<file path="src/rtl/t5_pkg.sv">
// Shared encodings for the t5 data-bus initiator: access size, FSM states and lane selects.
package t5_pkg;

    typedef enum logic [1:0] {
        SZ_B = 2'b00,
        SZ_H = 2'b01,
        SZ_W = 2'b10
    } size_e;

    typedef enum logic {
        IDLE = 1'b0,
        WAIT = 1'b1
    } state_e;

    localparam logic [3:0] SEL_B  = 4'h1;
    localparam logic [3:0] SEL_HL = 4'h3;
    localparam logic [3:0] SEL_HH = 4'hC;
    localparam logic [3:0] SEL_W  = 4'hF;

endpackage

</file>
<file path="src/rtl/t5_dwbm_if.sv">
// Wishbone classic data-port signals between the t5 initiator and a responder.
interface t5_dwbm_if #(
    parameter int unsigned XLEN = 32
);
    logic [XLEN-1:0] dwb_adr;
    logic [XLEN-1:0] dwb_dto;
    logic [3:0]      dwb_sel;
    logic            dwb_stb;
    logic            dwb_cyc;
    logic            dwb_wre;
    logic            dwb_ack;

    modport master (
        output dwb_adr, dwb_dto, dwb_sel, dwb_stb, dwb_cyc, dwb_wre,
        input  dwb_ack
    );

    modport slave (
        input  dwb_adr, dwb_dto, dwb_sel, dwb_stb, dwb_cyc, dwb_wre,
        output dwb_ack
    );
endinterface

</file>
<file path="src/rtl/t5_lane.sv">
// Byte-lane select, store-data steering and misalignment detection for one access.
module t5_lane
    import t5_pkg::*;
#(
    parameter int unsigned XLEN = 32
) (
    input  logic [1:0]      sz,
    input  logic [1:0]      adr,
    input  logic [XLEN-1:0] dat,
    output logic [3:0]      sel_c,
    output logic [XLEN-1:0] dto_c,
    output logic            mis_c
);

    // Size code 11 has no defined access width and is always rejected.
    always_comb begin
        sel_c = 4'h0;
        dto_c = dat;
        mis_c = 1'b0;
        case (sz)
            SZ_B: begin
                sel_c = SEL_B << adr;
                dto_c = {(XLEN/8){dat[7:0]}};
            end
            SZ_H: begin
                sel_c = adr[1] ? SEL_HH : SEL_HL;
                dto_c = {(XLEN/16){dat[15:0]}};
                mis_c = adr[0];
            end
            SZ_W: begin
                sel_c = SEL_W;
                mis_c = (adr != 2'b00);
            end
            default: mis_c = 1'b1;
        endcase
    end

endmodule

</file>
<file path="src/rtl/t5_dwbm.sv">
// t5 data-bus initiator: one Wishbone classic cycle per load/store, pipeline stall
// until ack, bus timeout and misalignment reporting.
module t5_dwbm
    import t5_pkg::*;
#(
    parameter int unsigned XLEN = 32,
    parameter int unsigned TMO  = 8
) (
    input  logic             sclk,
    input  logic             srst,
    input  logic             sena,
    input  logic             xreq,
    input  logic             xwre,
    input  logic [14:12]     xfn3,
    input  logic [XLEN-1:0]  xadr,
    input  logic [XLEN-1:0]  xdat,
    t5_dwbm_if.master        dwb,
    output logic [3:0]       xsel,
    output logic             dstall,
    output logic             dmis,
    output logic             derr
);

    state_e          state_q;
    state_e          state_d;
    logic [TMO-1:0]  tmo_q;
    logic            acc_c;
    logic            load_c;
    logic            timeout_c;
    logic [3:0]      sel_c;
    logic [XLEN-1:0] dto_c;
    logic            mis_c;
    logic            unused_fn3;

    assign unused_fn3 = xfn3[14];

    t5_lane #(.XLEN(XLEN)) u_lane (
        .sz    (xfn3[13:12]),
        .adr   (xadr[1:0]),
        .dat   (xdat),
        .sel_c (sel_c),
        .dto_c (dto_c),
        .mis_c (mis_c)
    );

    always_ff @(posedge sclk or posedge srst) begin
        if (srst) state_q <= IDLE;
        else      state_q <= state_d;
    end

    // An ack in WAIT frees the bus for a new access on the same edge.
    always_comb begin
        state_d   = state_q;
        acc_c     = sena & xreq & ((state_q == IDLE) | ((state_q == WAIT) & dwb.dwb_ack));
        load_c    = acc_c & ~mis_c;
        timeout_c = (state_q == WAIT) & ~dwb.dwb_ack & (tmo_q == '1);
        dstall    = (state_q == WAIT) & ~dwb.dwb_ack & ~timeout_c;
        case (state_q)
            IDLE: begin
                if (load_c) state_d = WAIT;
            end
            WAIT: begin
                if (dwb.dwb_ack)    state_d = load_c ? WAIT : IDLE;
                else if (timeout_c) state_d = IDLE;
            end
            default: state_d = IDLE;
        endcase
    end

    always_ff @(posedge sclk or posedge srst) begin
        if (srst) begin
            dwb.dwb_adr <= '0;
            dwb.dwb_dto <= '0;
            dwb.dwb_sel <= 4'h0;
            dwb.dwb_stb <= 1'b0;
            dwb.dwb_cyc <= 1'b0;
            dwb.dwb_wre <= 1'b0;
            xsel        <= 4'h0;
            dmis        <= 1'b0;
            derr        <= 1'b0;
        end else begin
            dwb.dwb_stb <= (state_d == WAIT);
            dwb.dwb_cyc <= (state_d == WAIT);
            dmis        <= acc_c & mis_c;
            derr        <= timeout_c;
            if (load_c) begin
                dwb.dwb_adr <= {xadr[XLEN-1:2], 2'b00};
                dwb.dwb_dto <= dto_c;
                dwb.dwb_sel <= sel_c;
                dwb.dwb_wre <= xwre;
                xsel        <= sel_c;
            end
        end
    end

    // Counts unacknowledged WAIT cycles; cleared by every accept.
    always_ff @(posedge sclk or posedge srst) begin
        if (srst)                                     tmo_q <= '0;
        else if (acc_c)                               tmo_q <= '0;
        else if ((state_q == WAIT) & ~dwb.dwb_ack)    tmo_q <= tmo_q + TMO'(1);
    end

endmodule

</file>
<file path="src/flat_wrapper.sv">
// flat-port wrapper written by rule: the top's interface ports become plain ports
module t5_dwbm_flat import t5_pkg::*;
#(
    parameter int unsigned XLEN = 32,
    parameter int unsigned TMO  = 8
)
  (sclk, srst, sena, xreq, xwre, xfn3, xadr, xdat, xsel, dstall, dmis, derr, dwb_dwb_adr, dwb_dwb_dto, dwb_dwb_sel, dwb_dwb_stb, dwb_dwb_cyc, dwb_dwb_wre, dwb_dwb_ack);
  t5_dwbm_if #(.XLEN(XLEN)) dwb_i ();
  input  logic sclk;
  input  logic srst;
  input  logic sena;
  input  logic xreq;
  input  logic xwre;
  input  logic [14:12] xfn3;
  input  logic [XLEN-1:0] xadr;
  input  logic [XLEN-1:0] xdat;
  output logic [3:0] xsel;
  output logic dstall;
  output logic dmis;
  output logic derr;
  output wire logic [$bits(dwb_i.dwb_adr)-1:0] dwb_dwb_adr;
  output wire logic [$bits(dwb_i.dwb_dto)-1:0] dwb_dwb_dto;
  output wire logic [$bits(dwb_i.dwb_sel)-1:0] dwb_dwb_sel;
  output wire logic [$bits(dwb_i.dwb_stb)-1:0] dwb_dwb_stb;
  output wire logic [$bits(dwb_i.dwb_cyc)-1:0] dwb_dwb_cyc;
  output wire logic [$bits(dwb_i.dwb_wre)-1:0] dwb_dwb_wre;
  input wire logic [$bits(dwb_i.dwb_ack)-1:0] dwb_dwb_ack;
  assign dwb_dwb_adr = dwb_i.dwb_adr;
  assign dwb_dwb_dto = dwb_i.dwb_dto;
  assign dwb_dwb_sel = dwb_i.dwb_sel;
  assign dwb_dwb_stb = dwb_i.dwb_stb;
  assign dwb_dwb_cyc = dwb_i.dwb_cyc;
  assign dwb_dwb_wre = dwb_i.dwb_wre;
  assign dwb_i.dwb_ack = dwb_dwb_ack;
  t5_dwbm #(.XLEN(XLEN), .TMO(TMO)) u_core (.sclk(sclk), .srst(srst), .sena(sena), .xreq(xreq), .xwre(xwre), .xfn3(xfn3), .xadr(xadr), .xdat(xdat), .dwb(dwb_i), .xsel(xsel), .dstall(dstall), .dmis(dmis), .derr(derr));
endmodule
</file>
<file path="config.mk">
export PLATFORM = sky130hd
export DESIGN_NAME = t5_dwbm_flat
export DESIGN_NICKNAME = d
export VERILOG_FILES = /design/src/rtl/t5_pkg.sv /design/src/rtl/t5_dwbm_if.sv /design/src/rtl/t5_lane.sv /design/src/rtl/t5_dwbm.sv /design/src/flat_wrapper.sv
export SDC_FILE = /design/constraint.sdc
export NUM_CORES = 1
export LEC_CHECK = 0
export CORE_MARGIN = 1.5
export CORE_UTILIZATION = 44
export CTS_CLUSTER_SIZE = 10
export DETAILED_ROUTE_END_ITERATION = 8
export MAX_ROUTING_LAYER = met4
export PLACE_DENSITY = 0.8
export SKIP_CTS_REPAIR_TIMING = 1
export SYNTH_ARGS = -nofsm -noshare
export SYNTH_HDL_FRONTEND = slang
export SYNTH_SLANG_ARGS = --single-unit
</file>
<file path="constraint.sdc">
create_clock -name sclk -period 2.9 [get_ports sclk]
set_clock_uncertainty 0.15 [all_clocks]
set_input_delay 0.29 -clock sclk [delete_from_list [all_inputs] [get_ports sclk]]
set_output_delay 0.29 -clock sclk [all_outputs]
set_load 0.005 [all_outputs]
</file>
# [Yosys cells after proc, flatten, opt, wreduce, memory -nomap -nowiden]
# Cells that the tools add are included.
[op_classes] add_sub_neg=1 bitwise_logic=13 mux=10 shifts=1 n_eq_ne=3 n_reduce_logical=3
[op_table] op="$pmux 32 s2" count=1
[op_table] op="$mux 8" count=2
[op_table] op="$pmux 4 s3" count=1
[op_table] op="$add 8x1->8 const B" count=1
[op_table] op="$and 1x1->1" count=8
[op_table] op="$eq 8x8->1 const B" count=1
[op_table] op="$mux 4" count=1
[op_table] op="$not 1->1" count=4
[op_table] op="$reduce_bool 2->1" count=2
[op_table] op="$shl 1x2->4 const A" count=1
[op_table] op="$mux 1" count=3
[op_table] op="$pmux 1 s3" count=1
[op_table] op="$eq 2x1->1 const B" count=1
[op_table] op="$eq 2x2->1 const B" count=1
[op_table] op="$logic_not 2->1" count=1
[op_table] op="$pmux 1 s2" count=1
[op_table] op="$or 1x1->1" count=1
[totals] output_inout_bits=78 wordCells=39 regBits=78 inputBits=73

# [Depth between registers and ports, before layout]
[depth] word_depth=7 depth_mapped=6 ltp_nobuf=4

# [Hierarchy]
# A second synthesis with hierarchy kept.
[unflattened] cells_unflattened=273 hier_area_um2=3679.8
[modules_own_cells] mod="t5_dwbm" instances=1 seq_area_each_um2=1951.9 area_each_um2=3105.5 cells_per_inst=204
[modules_own_cells] mod="t5_lane" instances=1 seq_area_each_um2=0.0 area_each_um2=574.3 cells_per_inst=69

# [Worst setup path before layout]
# No wires, ideal clock.
[synth_timing] path_kind="input to register" from="in xfn3[12] in the netlist's numbering" to="reg u_core.dwb.dwb_dto[10]" path_slack_ps=1287 path_buffers=1 required_ps=2625 stages=4 setup_time_ps=125 arrival_ps=1337 path_cell_list="buf_2 -> nor2_2 -> mux2_2 -> mux2_4"
[synth_via] elab_chain_len=4 word_cells_on_any_way=7 classes_between="2 x eq/ne; 2 x mux; 2 x bitwise; 1 x reduce/logical"
[synth_lines] element="start: declaration" line_no="flat_wrapper.sv:14" rtl="input logic [14:12] xfn3;"
[synth_lines] element="$eq 2x2->1 (tied with other cells)" line_no="t5_lane.sv:20" rtl="case (sz)"
[synth_lines] element="$pmux 1 s3" line_no="t5_lane.sv:20"
[synth_lines] element="$not 1->1" line_no="t5_dwbm.sv:55" rtl="load_c = acc_c & ~mis_c;"
[synth_lines] element="$and 1x1->1" line_no="t5_dwbm.sv:55"
[synth_lines] element="end signal: assignment" line_no="t5_dwbm.sv:88" rtl="dwb.dwb_dto <= dto_c;"
[synth_lines] element="end: declaration" line_no="t5_dwbm_if.sv:14" rtl="output dwb_adr, dwb_dto, dwb_sel, dwb_stb, dwb_cyc, dwb_wre,"
# Several ways; a longest one is shown, not always the timed one.
# A chain may end at the register's enable or synchronous reset.

# [Final worst setup path]
[layout_timing] from="reg u_core.tmo_q[0]" to="out dstall"
[layout_via] elab_chain_len=4
[layout_lines] element="start: declaration" line_no="t5_dwbm.sv:26" rtl="logic [TMO-1:0] tmo_q;"
[layout_lines] element="start signal: assignment" line_no="t5_dwbm.sv:100" rtl="else if ((state_q == WAIT) & ~dwb.dwb_ack) tmo_q <= tmo_q + TMO'(1);"
[layout_lines] element="$eq 8x8->1" line_no="t5_dwbm.sv:56" rtl="timeout_c = (state_q == WAIT) & ~dwb.dwb_ack & (tmo_q == '1);"
[layout_lines] element="$and 1x1->1" line_no="t5_dwbm.sv:56"
[layout_lines] element="$not 1->1" line_no="t5_dwbm.sv:57" rtl="dstall = (state_q == WAIT) & ~dwb.dwb_ack & ~timeout_c;"
[layout_lines] element="$and 1x1->1" line_no="t5_dwbm.sv:57"
[layout_lines] element="end: declaration" line_no="flat_wrapper.sv:18" rtl="output logic dstall;"
# Every way passes these cells.

==> results.sh <==
export IMPL_clkPwrFrac_pct=27.3
export IMPL_final_hold_violation_count=0
export IMPL_clock_latency_ns=0.34
export IMPL_syn_to_final_growth_pct=45.39
export IMPL_netlist_area_leader_share_pct=50.47
export IMPL_first_iter_violations=87
export IMPL_cts_tree="built"
export IMPL_dieArea_um2=9362
export IMPL_postRouteAntennaNets=0
export IMPL_postSynthCellCount=275
export IMPL_grt_overflow=0
export IMPL_met2_usage_pct=31.31
export IMPL_vias_per_cell=5.132
export IMPL_dieWidth_um=96.76
export IMPL_grt_total_usage_pct=20.18
export IMPL_crit_type="flop to primary output"
export IMPL_tns_ns=0
export IMPL_cts_inserted_buffers=9
export IMPL_rsz0062_at_grt="no"
export IMPL_internal_power_mw=2.753
export IMPL_antenna_found_initial=0
export IMPL_start_util_pct=44.78
export IMPL_dp_cells=514
export IMPL_grt_util_met1_pct=27.39
export IMPL_drc_errors=0
export IMPL_drive_gt1_share_pct=25.36
export IMPL_ys_ff_latch=78
export IMPL_layout_common_cells="clkdlybuf4s50_1 (147), dfrtp_1 (78), mux2_4 (60)"
export IMPL_holdWs_ns=0.1935
export IMPL_tightest_slew_ns=0.8378
export IMPL_status="finished clean"
export IMPL_dp_final_hpwl_um=6359
export IMPL_switching_share_pct=24.32
export IMPL_cap_violations=0
export IMPL_finalSetupViolCount=0
export IMPL_regToRegSetupSlack_ns=1.07
export IMPL_yosysUniqueCellTypes=39
export IMPL_wl_per_cell_um=16.94
export IMPL_vias=2720
export IMPL_io_pins=151
export IMPL_switchingPower_mw=0.8846
export IMPL_critPathLaunchType="flop"
export IMPL_cts_root_buf="clkbuf_8"
export IMPL_period_minus_slack_ns=2.506
export IMPL_grt_start_max_net_pins=55
export IMPL_ys_warn_count=0
export IMPL_comb_power_share_pct=32.0
export IMPL_first_global_vias=2889
export IMPL_synth_top_cell_by_area="dfrtp_1"
export IMPL_cts_num_sinks=78
export IMPL_ir_drop_mv=0.3004
export IMPL_path_clk_slew_ns=0.08
export IMPL_postSynthAreaPerCell_um2=14.06
export IMPL_p_per_area_nw_per_um2=647.0
export IMPL_synth_area_um2=3867
export IMPL_crit_arrival_ns=2.07
export IMPL_finalNonFillerCells=530
export IMPL_htreeDepth=3
export IMPL_gp_congestion=0.7946
export IMPL_end_kind="primary output"
export IMPL_period_share_pct=86.43
export IMPL_final_core_utilization_pct=65.11
export IMPL_grt_busiest_layer="met2"
export IMPL_cts_buffer_depth=2
export IMPL_mostFrequentLayoutCell="clkdlybuf4s50_1"
export IMPL_grt_pass1_wl_um=14850
export IMPL_die_y_um=96.76
export IMPL_synthTopCellsByArea="dfrtp_1 (50%), mux2_4 (23%), mux2_2 (5.5%)"
export IMPL_dr_pass1_iters=4
export IMPL_seq_area_frac_synth_pct=50.47
export IMPL_worstPathMaxFanout=4
export IMPL_leakagePower_nw=2.606
export IMPL_crit_required_ns=2.46
export IMPL_power_frac_seq_pct=40.7
export IMPL_drv_slew=0
export IMPL_wirelength_um=8978
export IMPL_fmax_mhz=399.0
export IMPL_slew_headroom_pct=44.03
export IMPL_hp_class="input pin to asynchronous set/reset pin"
export IMPL_final_nets=491
export IMPL_core_area_um2=8636
export IMPL_num_antenna_cells=0
export IMPL_io_buffers=147
export IMPL_use_met3_pct=4.118
export IMPL_rows=34
through the flow:
step           worst slack (ns)  power (mW)  cell area [µm²]
5_1_grt                  0.2940       3.829             5623
2_1_floorplan            0.4650       1.983             3871
6_report                 0.3936       3.638             5623
3_3_place_gp             0.5742       2.639             5378
3_5_place_dp             0.5092       2.670             5378
4_1_cts                  0.4056       3.679             5623
logic make-up (layout without fill, tap and decap cells):
| family | Yosys count | in the layout | share of synthesized area (%) |
|---|---|---|---|
| AOI/OAI and AO/OA | 34 | 34 | 5.759 |
| other | 1 | 2 | 0.09696 |
| adders and majority gates | 1 | 1 | 0.3235 |
| and+or+nand+nor | 41 | 41 | 6.018 |
| muxes | 92 | 92 | 32.19 |
| buffers and inverters | 27 | 173 | 4.917 |
| DFF | 78 | 78 | 50.47 |
| xor gates and xnor gates | 1 | 1 | 0.2265 |
layer usage:
metal,wire [µm],share of wire [%]
met1,4170,46
met2,4251,47
met3,450,5.0
met4,106,1.2
met5,0,0
state kept, by name, indices dropped and copies added, names as in the netlist:
signal / cells
u_core.tmo_q: 8
u_core.state_q: 1
u_core.dwb.dwb_dto: 32
u_core.dmis: 1
u_core.dwb.dwb_sel: 4
u_core.derr: 1
u_core.dwb.dwb_adr: 30
u_core.dwb.dwb_wre: 1
worst paths after layout:
kind                                                  start                           endpoint  depth (start not counted)
worst max-delay path            u_core.tmo_q[0]$_DFFE_PP0P_                             dstall                          4
min in group sclk               u_core.tmo_q[5]$_DFFE_PP0P_        u_core.tmo_q[5]$_DFFE_PP0P_                          1
worst min register to register  u_core.tmo_q[5]$_DFFE_PP0P_        u_core.tmo_q[5]$_DFFE_PP0P_                          1
worst min-delay path                                   srst              u_core.dmis$_DFF_PP0_                          2
max in group asynchronous                              srst  u_core.dwb.dwb_adr[9]$_DFFE_PP0P_                          3
worst max register to register     u_core.state_q$_DFF_PP0_  u_core.dwb.dwb_dto[4]$_DFFE_PP0P_                          5
cell type report:
| class | count | area (µm²) |
|---|---|---|
| clock inverter | 7 | 121.4 |
| clock buffer | 9 | 123.9 |
| tap | 108 | 135.1 |
| sequential | 78 | 1952 |
| fill | 693 | 3013 |
| multi-input combinational | 171 | 1729 |
| inverter | 3 | 12.51 |
| timing repair buffer | 154 | 1549 |
power by group through the flow:
stage          clock network [mW]  registers (mW)  logic [mW]
2_1_floorplan                   0            1.50       0.481
3_3_place_gp                    0            1.49        1.15
3_5_place_dp                    0            1.49        1.17
4_1_cts                      1.02            1.48        1.18
5_1_grt                      1.07            1.52        1.24
6_report                    0.995            1.48        1.16
worst max-delay path, stage by stage, from the launching register on:
cell and delay, ns:
dfrtp_1 0.42, ha_1 0.22, and2_1 0.20, a41oi_1 0.33, clkdlybuf4s50_1 0.57
cells in the mapped netlist:
cell type / count
a21oi_1: 2
and3_1: 3
a41o_1: 1
nor2_2: 1
nand2b_1: 1
dfrtp_1: 78
conb_1: 1
a32oi_1: 1
mux2i_1: 13
and2_1: 4
o21ai_4: 1
inv_1: 3
clkbuf_1: 4
nor3b_1: 1
and4b_1: 1
mux2_4: 60
a41oi_1: 1
nand4_1: 3
nor2_1: 2
nand2_1: 13
buf_6: 7
nand4_4: 1
o221ai_1: 1
a31oi_1: 2
o31ai_1: 3
o211ai_1: 3
and3b_1: 1
nor3_1: 2
ha_1: 1
o21ai_0: 17
o21ai_2: 1
buf_4: 8
nand3_1: 6
o41ai_1: 1
buf_2: 5
mux2_2: 19
nor2b_1: 1
nand3b_1: 1
xor2_1: 1
Power figures use the tool's default switching activity.
==> edit (same flow settings) <==
`TMO` is set to 8 in 2 places; all go to 4.
--- a/src/rtl/t5_dwbm.sv
+++ b/src/rtl/t5_dwbm.sv
@@ -6,3 +6,3 @@
     parameter int unsigned XLEN = 32,
-    parameter int unsigned TMO  = 8
+    parameter int unsigned TMO  = 4
 ) (
--- a/src/flat_wrapper.sv
+++ b/src/flat_wrapper.sv
@@ -4,3 +4,3 @@
     parameter int unsigned XLEN = 32,
-    parameter int unsigned TMO  = 8
+    parameter int unsigned TMO  = 4
 )
Formal check against the unedited RTL: same outputs for any inputs over 10 cycles, from zero or initial values and one cycle with srst high; that may be too few to reach the edited logic, so the function may still have changed.
==> edit against the unedited design <==
  * Final area is 4.0% lower
  * Worst setup slack improved by 0.17 ns
  * Synthesized area decreased by 5.7%
  * Sequential cell count decreased by 4
  * Total power shrank 5.1%
  * First-iteration DRC count is 38% lower
  * Critical path depth is the same
  * Routed wire length shrank 8.5%
  * Sequential power is 4% lower
  * Largest cell class unchanged
==> edit: results (changes against the unedited design) <==
| Metric | Value |
|---|---|
| Dpl cells | `495 (was 514)` |
| Mean Syn Cell Area | `14.1 um2 (about the same)` |
| Vias in the first global route | `2612 (was 2889)` |
| Top cells by count, synth | `dfrtp_1, mux2_4, mux2_2, nand2_1, o21ai_0 (was dfrtp_1, mux2_4, mux2_2, o21ai_0)` |
| Comb power frac | `33.5% (was 32.0%)` |
| Non-Filler Instances | `511 (was 530)` |
| Critical path's largest stage delay | `0.50 ns (was 0.57 ns)` |
| H-Tree Depth | `3 (unchanged)` |
| Post-place setup slack | `0.334 ns (was 0.509 ns)` |
| Total track usage | `19.7% (was 20.2%)` |
| Leading post-synthesis cells by cell area | `dfrtp_1, mux2_4, mux2_2, mux2i_1, buf_6 (was dfrtp_1, mux2_4, mux2_2, mux2i_1, o21ai_0)` |
| Clock network power | `0.874 mW (was 0.995 mW)` |
| DR iter-0 viols | `54 (was 87)` |
| First-pass GRT wire length | `12.8 mm (was 14.8 mm)` |
| Nets | `475 (was 491)` |
| Root Driver | `clkbuf_8 (unchanged)` |
| Layout cells sized above 1 | `26.4% (was 25.4%)` |
| Clock power share | `25.3% (was 27.3%)` |
| CP max-delay cell | `clkdlybuf4s50_1 (unchanged)` |
| Outcome | `finished clean (unchanged)` |
| Pleak | `2.46 nW (was 2.61 nW)` |
| Switching part of the total | `24.5% (was 24.3%)` |
| Max-Slew Margin vs Limit | `64.1% (was 44.0%)` |
| Critical path peak fanout | `7 (was 4)` |
| Clock buffer depth | `2 (unchanged)` |
| RePlAce Congestion | `0.806 (was 0.795)` |
| Async S/R FF share, synth | `100% (unchanged)` |
| Regs by FF count | `u_core.dwb.dwb_dto (32), u_core.dwb.dwb_adr (30) (was u_core.dwb.dwb_dto (32), u_core.dwb.dwb_adr (30), u_core.tmo_q (8))` |
| Top delay family on crit path | `buffers and inverters (unchanged)` |
| Worst hold path type | `primary input to async pin (unchanged)` |
| VDD IR max | `322 uV (was 300 uV)` |
| Number of fill cells | `601 (was 693)` |
| Power Dens Cells | `640 nW/um2 (was 647 nW/um2)` |
| Via count | `2539 (was 2720)` |
| Seq/Total Area, Yosys | `50.8% (was 50.5%)` |
| Final wirelength | `8.21 mm (was 8.98 mm)` |
| Unique masters post-synth | `36 (was 39)` |
| Clock-pin transition on the worst setup and hold timing paths | `0.09 ns` |
| Area after DPL | `5180 um2 (was 5380 um2)` |
| Crit path arrival time | `1.89 ns (was 2.07 ns)` |
| DP HPWL | `5.87 mm (was 6.36 mm)` |
| Largest net degree at the start of global routing | `75 (was 55)` |
-- edit: worst reg2reg max path, cell delays in order, from the launching register on --
cell      delay, ns
dfrtp_1        0.42
nand2b_1       0.15
nand4_4        0.32
buf_12         0.31
mux2_4         0.34
-- edit: metal layers --
layer / track usage [%] / routed length, um / vias to the layer above / part of all wire (%)
met5: - / 0 / - / 0
met2: 30.1 / 4010 / 112 / 49
met1: 24.4 / 3450 / 1228 / 42
met4: 8.96 / 170 / 0 / 2.1
met3: 5.18 / 584 / 15 / 7.1
li1: - / - / 1184 / -
-- edit: kinds of logic after synthesis --
group	count (synthesis)	synth area share [%]
simple gates	37	5.32
xor+xnor	2	0.480
buf+inv	28	5.15
compound gates	26	4.60
fa+ha+maj	1	0.343
flops	74	50.8
mux	89	33.2
other cells	1	0.103
-- edit: layout make-up --
type | count | area share (%)
clock inverter | 6 | 1.69
timing repair buffer | 155 | 29.1
multi-input combinational | 157 | 29.9
tap | 105 | 2.43
inverter | 4 | 0.278
clock buffer | 10 | 2.36
sequential | 74 | 34.3
-- edit: path summary, 6_finish.rpt --
check / startpoint / to / slack, ns / depth (start not counted)
max in group asynchronous: srst / u_core.dwb.dwb_dto[4]$_DFFE_PP0P_ / 2.11 / 3
min reg2reg: u_core.tmo_q[2]$_DFFE_PP0P_ / u_core.tmo_q[2]$_DFFE_PP0P_ / 0.36 / 1
min: srst / u_core.dwb.dwb_adr[8]$_DFFE_PP0P_ / 0.19 / 3
max: u_core.state_q$_DFF_PP0_ / dstall / 0.57 / 4
max reg2reg: u_core.state_q$_DFF_PP0_ / u_core.dwb.dwb_dto[4]$_DFFE_PP0P_ / 1.10 / 4
min in group sclk: u_core.tmo_q[2]$_DFFE_PP0P_ / u_core.tmo_q[2]$_DFFE_PP0P_ / 0.36 / 1
